$ cat config.mk
export PLATFORM = sky130hd
export DESIGN_NAME = npc_lsu
export DESIGN_NICKNAME = d
export VERILOG_FILES = /design/src/rtl/npc_lsu_pkg.sv /design/src/rtl/lsu_load_align.sv /design/src/rtl/npc_lsu.sv
export SDC_FILE = /design/constraint.sdc
export NUM_CORES = 1
export LEC_CHECK = 0
export ABC_CLOCK_PERIOD_IN_PS = 5560
export BUFFER_PORTS_ARGS = -buffer_cell sky130_fd_sc_hd__buf_2
export CAP_MARGIN = 15
export CORE_UTILIZATION = 48
export DETAILED_ROUTE_END_ITERATION = 12
export PLACE_DENSITY = 0.79
export SYNTH_ARGS = -nofsm -noshare
export SYNTH_HDL_FRONTEND = slang
export SYNTH_SLANG_ARGS = --single-unit
$ cat constraint.sdc
create_clock -name clk -period 5.56 [get_ports clk]
set_input_delay 0.278 -clock clk [delete_from_list [all_inputs] [get_ports clk]]
set_output_delay 0.278 -clock clk [all_outputs]
set_load 0.05 [all_outputs]
$ cat src/rtl/npc_lsu_pkg.sv
// npc_lsu_pkg: shared state encoding, access-size decode and mcause codes for the load/store unit
package npc_lsu_pkg;
   localparam logic [1:0] S_IDLE = 2'd0;
   localparam logic [1:0] S_REQ  = 2'd1;
   localparam logic [1:0] S_WAIT = 2'd2;
   localparam logic [1:0] S_DONE = 2'd3;
   localparam logic [2:0] F3_B  = 3'b000;
   localparam logic [2:0] F3_H  = 3'b001;
   localparam logic [2:0] F3_W  = 3'b010;
   localparam logic [2:0] F3_BU = 3'b100;
   localparam logic [2:0] F3_HU = 3'b101;
   localparam logic [1:0] SZ_B = 2'b00;
   localparam logic [1:0] SZ_H = 2'b01;
   localparam logic [1:0] SZ_W = 2'b10;
   localparam logic [3:0] CAUSE_LD_MISALIGN = 4'd4;
   localparam logic [3:0] CAUSE_LD_FAULT    = 4'd5;
   localparam logic [3:0] CAUSE_ST_MISALIGN = 4'd6;
   localparam logic [3:0] CAUSE_ST_FAULT    = 4'd7;
   function automatic logic misaligned(input logic [2:0] f3, input logic [1:0] a);
      return (f3[1:0] == SZ_H && a[0]) || (f3[1:0] == SZ_W && a != 2'b00);
   endfunction
endpackage

$ cat src/rtl/lsu_load_align.sv
// lsu_load_align: picks the addressed byte/half from a raw read word and sign- or zero-extends it
module lsu_load_align
   import npc_lsu_pkg::*;
#(
   parameter int XLEN = 32
) (
   input  logic [XLEN-1:0] rdata,
   input  logic [1:0]      a,
   input  logic [2:0]      funct3,
   output logic [XLEN-1:0] data
);
   logic [7:0]  b;
   logic [15:0] h;
   logic        sx;
   assign b  = rdata[{a, 3'b000} +: 8];
   assign h  = rdata[{a[1], 4'b0000} +: 16];
   assign sx = ~funct3[2];
   // unsigned variants share the size bits and only drop the sign fill
   always_comb
      data = funct3[1:0] == SZ_B ? {{(XLEN-8){sx & b[7]}}, b} :
             funct3[1:0] == SZ_H ? {{(XLEN-16){sx & h[15]}}, h} : rdata;
endmodule

$ cat src/rtl/npc_lsu.sv
// npc_lsu: multicycle load/store unit between execute and writeback with misalign/timeout faults
module npc_lsu
   import npc_lsu_pkg::*;
#(
   parameter int XLEN    = 32,
   parameter int TIMEOUT = 255
) (
   input  logic            clk,
   input  logic            rst,
   input  logic            in_valid,
   output logic            in_ready,
   input  logic [XLEN-1:0] in_addr,
   input  logic [XLEN-1:0] in_wdata,
   input  logic            in_is_load,
   input  logic            in_is_store,
   input  logic [2:0]      in_funct3,
   output logic            mem_req_valid,
   input  logic            mem_req_ready,
   output logic [XLEN-1:0] mem_req_addr,
   output logic            mem_req_wen,
   output logic [XLEN-1:0] mem_req_wdata,
   output logic [3:0]      mem_req_wmask,
   input  logic            mem_resp_valid,
   input  logic [XLEN-1:0] mem_resp_rdata,
   output logic            out_valid,
   input  logic            out_ready,
   output logic [XLEN-1:0] out_data,
   output logic            out_fault,
   output logic [3:0]      out_cause
);
   logic [1:0]      state;
   logic [XLEN-1:0] addr_q;
   logic [XLEN-1:0] wdata_q;
   logic            ld_q;
   logic            st_q;
   logic [2:0]      f3_q;
   logic [7:0]      cnt;
   logic [XLEN-1:0] load_data;
   logic [3:0]      mask;

   lsu_load_align #(.XLEN(XLEN)) u_align (
      .rdata  (mem_resp_rdata),
      .a      (addr_q[1:0]),
      .funct3 (f3_q),
      .data   (load_data)
   );

   assign in_ready      = state == S_IDLE;
   assign out_valid     = state == S_DONE;
   assign mem_req_valid = state == S_REQ;
   assign mem_req_addr  = mem_req_valid ? {addr_q[XLEN-1:2], 2'b00} : '0;
   assign mem_req_wen   = mem_req_valid & st_q;
   assign mask          = f3_q[1:0] == SZ_B ? 4'b0001 : f3_q[1:0] == SZ_H ? 4'b0011 : 4'b1111;
   assign mem_req_wmask = mem_req_valid ? mask << addr_q[1:0] : 4'b0000;
   assign mem_req_wdata = !mem_req_wen ? '0 :
                          f3_q[1:0] == SZ_B ? {(XLEN/8){wdata_q[7:0]}} :
                          f3_q[1:0] == SZ_H ? {(XLEN/16){wdata_q[15:0]}} : wdata_q;

   // single-outstanding access FSM; results are registered on entry to DONE and held until taken
   always_ff @(posedge clk) begin
      if (rst) begin
         state     <= S_IDLE;
         cnt       <= '0;
         addr_q    <= '0;
         wdata_q   <= '0;
         ld_q      <= 1'b0;
         st_q      <= 1'b0;
         f3_q      <= '0;
         out_data  <= '0;
         out_fault <= 1'b0;
         out_cause <= '0;
      end else begin
         case (state)
            S_IDLE: if (in_valid) begin
               addr_q    <= in_addr;
               wdata_q   <= in_wdata;
               ld_q      <= in_is_load;
               st_q      <= in_is_store & ~in_is_load;
               f3_q      <= in_funct3;
               out_data  <= '0;
               out_fault <= 1'b0;
               out_cause <= '0;
               if (!in_is_load && !in_is_store) begin
                  state    <= S_DONE;
                  out_data <= in_addr;
               end else if (misaligned(in_funct3, in_addr[1:0])) begin
                  state     <= S_DONE;
                  out_fault <= 1'b1;
                  out_cause <= in_is_load ? CAUSE_LD_MISALIGN : CAUSE_ST_MISALIGN;
               end else begin
                  state <= S_REQ;
               end
            end
            S_REQ: if (mem_req_ready) begin
               state <= S_WAIT;
               cnt   <= '0;
            end
            S_WAIT: begin
               cnt <= cnt + 8'd1;
               if (mem_resp_valid) begin
                  state    <= S_DONE;
                  out_data <= ld_q ? load_data : '0;
               end else if (cnt == 8'(TIMEOUT)) begin
                  state     <= S_DONE;
                  out_fault <= 1'b1;
                  out_cause <= ld_q ? CAUSE_LD_FAULT : CAUSE_ST_FAULT;
               end
            end
            default: if (out_ready) state <= S_IDLE;
         endcase
      end
   end
endmodule
==> flow_summary.toml <==
[timing]
slew_headroom_pct = 22.6
setup_viol = 0
fin_crit_ns = 3.29
skew_ns = 0.00787
setup_tns_ns = 0
fin_crit_sh_pct = 59.1
worstMarginPinSlew_ns = 1.16
drv_slew = 0
fmaxAchievable_mhz = 304
hold_violations = 0
rsz0062_at_grt = "false"

[die]
num_rows = 40
die_w_um = 113
ioPinCount = 216
die_y_um = 113
core-area_sq_mm = 0.0120
initial_core_util_pct = 49.1
die-area_sq_mm = 0.0127

[drt]
wl_met1_um = 7700
dr_wl_met3_um = 1560
drt_iter0_drc = 522
vias = 6214
dr.pass1.iters = 5
met2WireLength_um = 8770
routed_wl_um = 18700
topRoutingLayerUsed = "met4"
via_per_inst = 5.61
drc = 0
drtAntennaViolNets = 0
post_drt_wl_per_cell_um = 16.9

[global_route]
antenna_found_initial = 0
grt_pass1_wl_um = 28700
grt_usage_pct = 29.2
overflow = 0
grt_max_degree = 108
grt_pass1_vias = 5492

[clock_network]
post_cts_resized = 0
tritoncts = "built"
post-cts-setup-buffer-count = 0
root_buffer = "clkbuf_16"
postCtsHoldBufs = 0
cts.sinks = 114
numCtsBuffers = 17
clk_path_buf_depth = 2
path_clk_slew_ns = 0.06
htreeDepth = 4
clk_latency_ns = 0.42

[synthesis]
synth.distinct_cells = 48
avgSynthCellArea_sq_um = 7.60
syn_inst = 776
async_flop_share_pct = 0
yosysWarnings = 0
ys.flop_type = "dfxtp_1"
ys_ff_latch = 114
ys_seq_area_share_pct = 38.7
synth_area_sq_mm = 0.00590
synth_edf_count = 0

[hold_path]
min-delay-start = "rst"
min_to = "wdata_q[24]"
hold_path_depth = 2
min_path_type = "in2reg"

[placed_design]
routabilityCongestion = 0.877
dp_hpwl_um = 12400
numPortBuffers = 212

[cells_and_area]
fill_cells = 1078
area_delta_synth_final_pct = 27.4
drive_gt1_share_pct = 28.3
diodes = 0
nets = 1059

[critical_path]
reg2reg_setup_slack_ns = 2.86
critPathArrivalTime_ns = 3.01
rr_endpoint = "out_data[18]"
start_kind = "flip-flop"
end_kind = "output pin"
required_ns = 5.28
r2r_start = "addr_q[1]"
crit_type = "reg2out"
cp_max_fo = 49
r2r_cells = 5

[power]
leakage_nw = 3.40
max-vdd-ir-drop_v = 0.000410
p_per_area_mw_per_mm2 = 529
total_power_mw = 3.98

[run]
drv_cap = 0

[status]
status = "finished, final reports clean"
## how the worst max path moves through the flow
stage,from,end,slack [ns],cells after the start
2_1_floorplan,state[1],mem_req_wdata[13],2.89,6
3_3_place_gp,state[1],mem_req_wdata[14],2.87,5
3_5_place_dp,state[1],mem_req_wdata[9],2.77,5
4_1_cts,state[1],mem_req_wdata[9],2.28,5
5_1_grt,state[1],mem_req_wdata[9],2.01,5
6_report,state[1],mem_req_wdata[9],2.27,5
## flip-flops by register name (all words and copies together) (netlist names)
signal / cells
ld_q: 1
state: 2
out_data: 32
wdata_q: 32
st_q: 1
out_cause: 3
addr_q: 32
cnt: 8
f3_q: 3
## worst max-delay path, stage by stage (launching register included)
cell,delay (ns)
dfxtp_1,0.34
inv_1,0.09
ha_2,0.75
nand2_1,0.70
a21oi_1,0.37
buf_2,0.31
## metal layers
layer  vias up  track usage (%)
met5         -                0
met4         0             15.3
met3        47             7.66
met2       314             47.0
met1      2864             35.9
li1       2989                -
## cells by family (layout without fill, tap and decap cells)
group	Yosys count	after routing	share of synthesized area [%]
compound gates	179	179	18.5
xor+xnor	6	6	0.891
fa+ha+maj	5	5	1.06
buf+inv	84	266	6.49
flops	114	114	38.7
mux	33	33	7.08
other cells	1	3	0.0636
simple gates	354	354	27.3
## layout make-up
cell class                      count  area, sq um  share of cell area (%)
Clock buffer                       17          425                    5.66
Timing Repair Buffer              220         1120                    14.9
Sequential cell                   114         2280                    30.4
Multi-Input combinational cell    580         3260                    43.3
Inverter                           14         52.6                   0.699
Tap cell                          147          184                    2.45
Clock inverter                     15          191                    2.55
## cells in the mapped netlist (2+ instances only)
library cell / number / area share [%]
a211oi_1: 11 / 1.4
a21oi_1: 113 / 9.6
a221o_1: 7 / 1.2
a221oi_1: 16 / 2.4
a32oi_1: 2 / 0.30
and2_1: 31 / 3.3
and3_1: 15 / 1.6
buf_1: 3 / 0.19
buf_2: 15 / 1.3
buf_4: 5 / 0.64
buf_6: 4 / 0.76
clkbuf_1: 43 / 2.7
dfxtp_1: 114 / 39
ha_1: 5 / 1.1
inv_1: 14 / 0.89
mux2i_1: 26 / 4.4
mux4_2: 7 / 2.7
nand2_1: 165 / 10
nand2b_1: 23 / 2.4
nand3_1: 3 / 0.25
nand3b_1: 3 / 0.38
nor2_1: 74 / 4.7
nor2b_1: 3 / 0.32
nor3_1: 24 / 2.0
o21a_1: 3 / 0.38
o21ai_0: 3 / 0.25
o21bai_1: 2 / 0.25
o22ai_1: 16 / 1.7
o41ai_1: 2 / 0.30
or2_2: 2 / 0.21
xnor2_1: 2 / 0.30
xor2_1: 4 / 0.59
## power by group
part / total (mW) / internal, mW / switching (mW)
combinational: 1.71 / 0.474 / 1.24
sequential: 1.12 / 1.00 / 0.122
clock: 1.14 / 0.743 / 0.400
## placed cells by master (no fill, tap or decap), types with 7 or more instances in the layout
cell type	instances
a21oi_1	113
buf_2	211
o22ai_1	16
a211oi_1	11
and2_1	30
a221o_1	7
nor3_1	24
clkbuf_16	17
nand2_1	164
nor2_1	73
a221oi_1	16
nand2b_1	23
mux2i_1	26
mux4_2	7
buf_4	9
inv_1	14
dfxtp_1	113
and3_1	15
## stage by stage
stage	cell area [sq um]	instances	setup slack, ns	hold WS, ns	utilization (%)
floorplan	5910	778	2.89	0.414	-
global placement	6900	1075	2.87	0.437	57.5
detailed placement	6900	1075	2.77	0.442	57.5
CTS	7520	1107	2.28	0.0675	62.6
global route	7520	1107	2.01	0.0700	62.6
finish	7520	1107	2.27	0.0786	62.6
(Power assumes the default switching activity.)
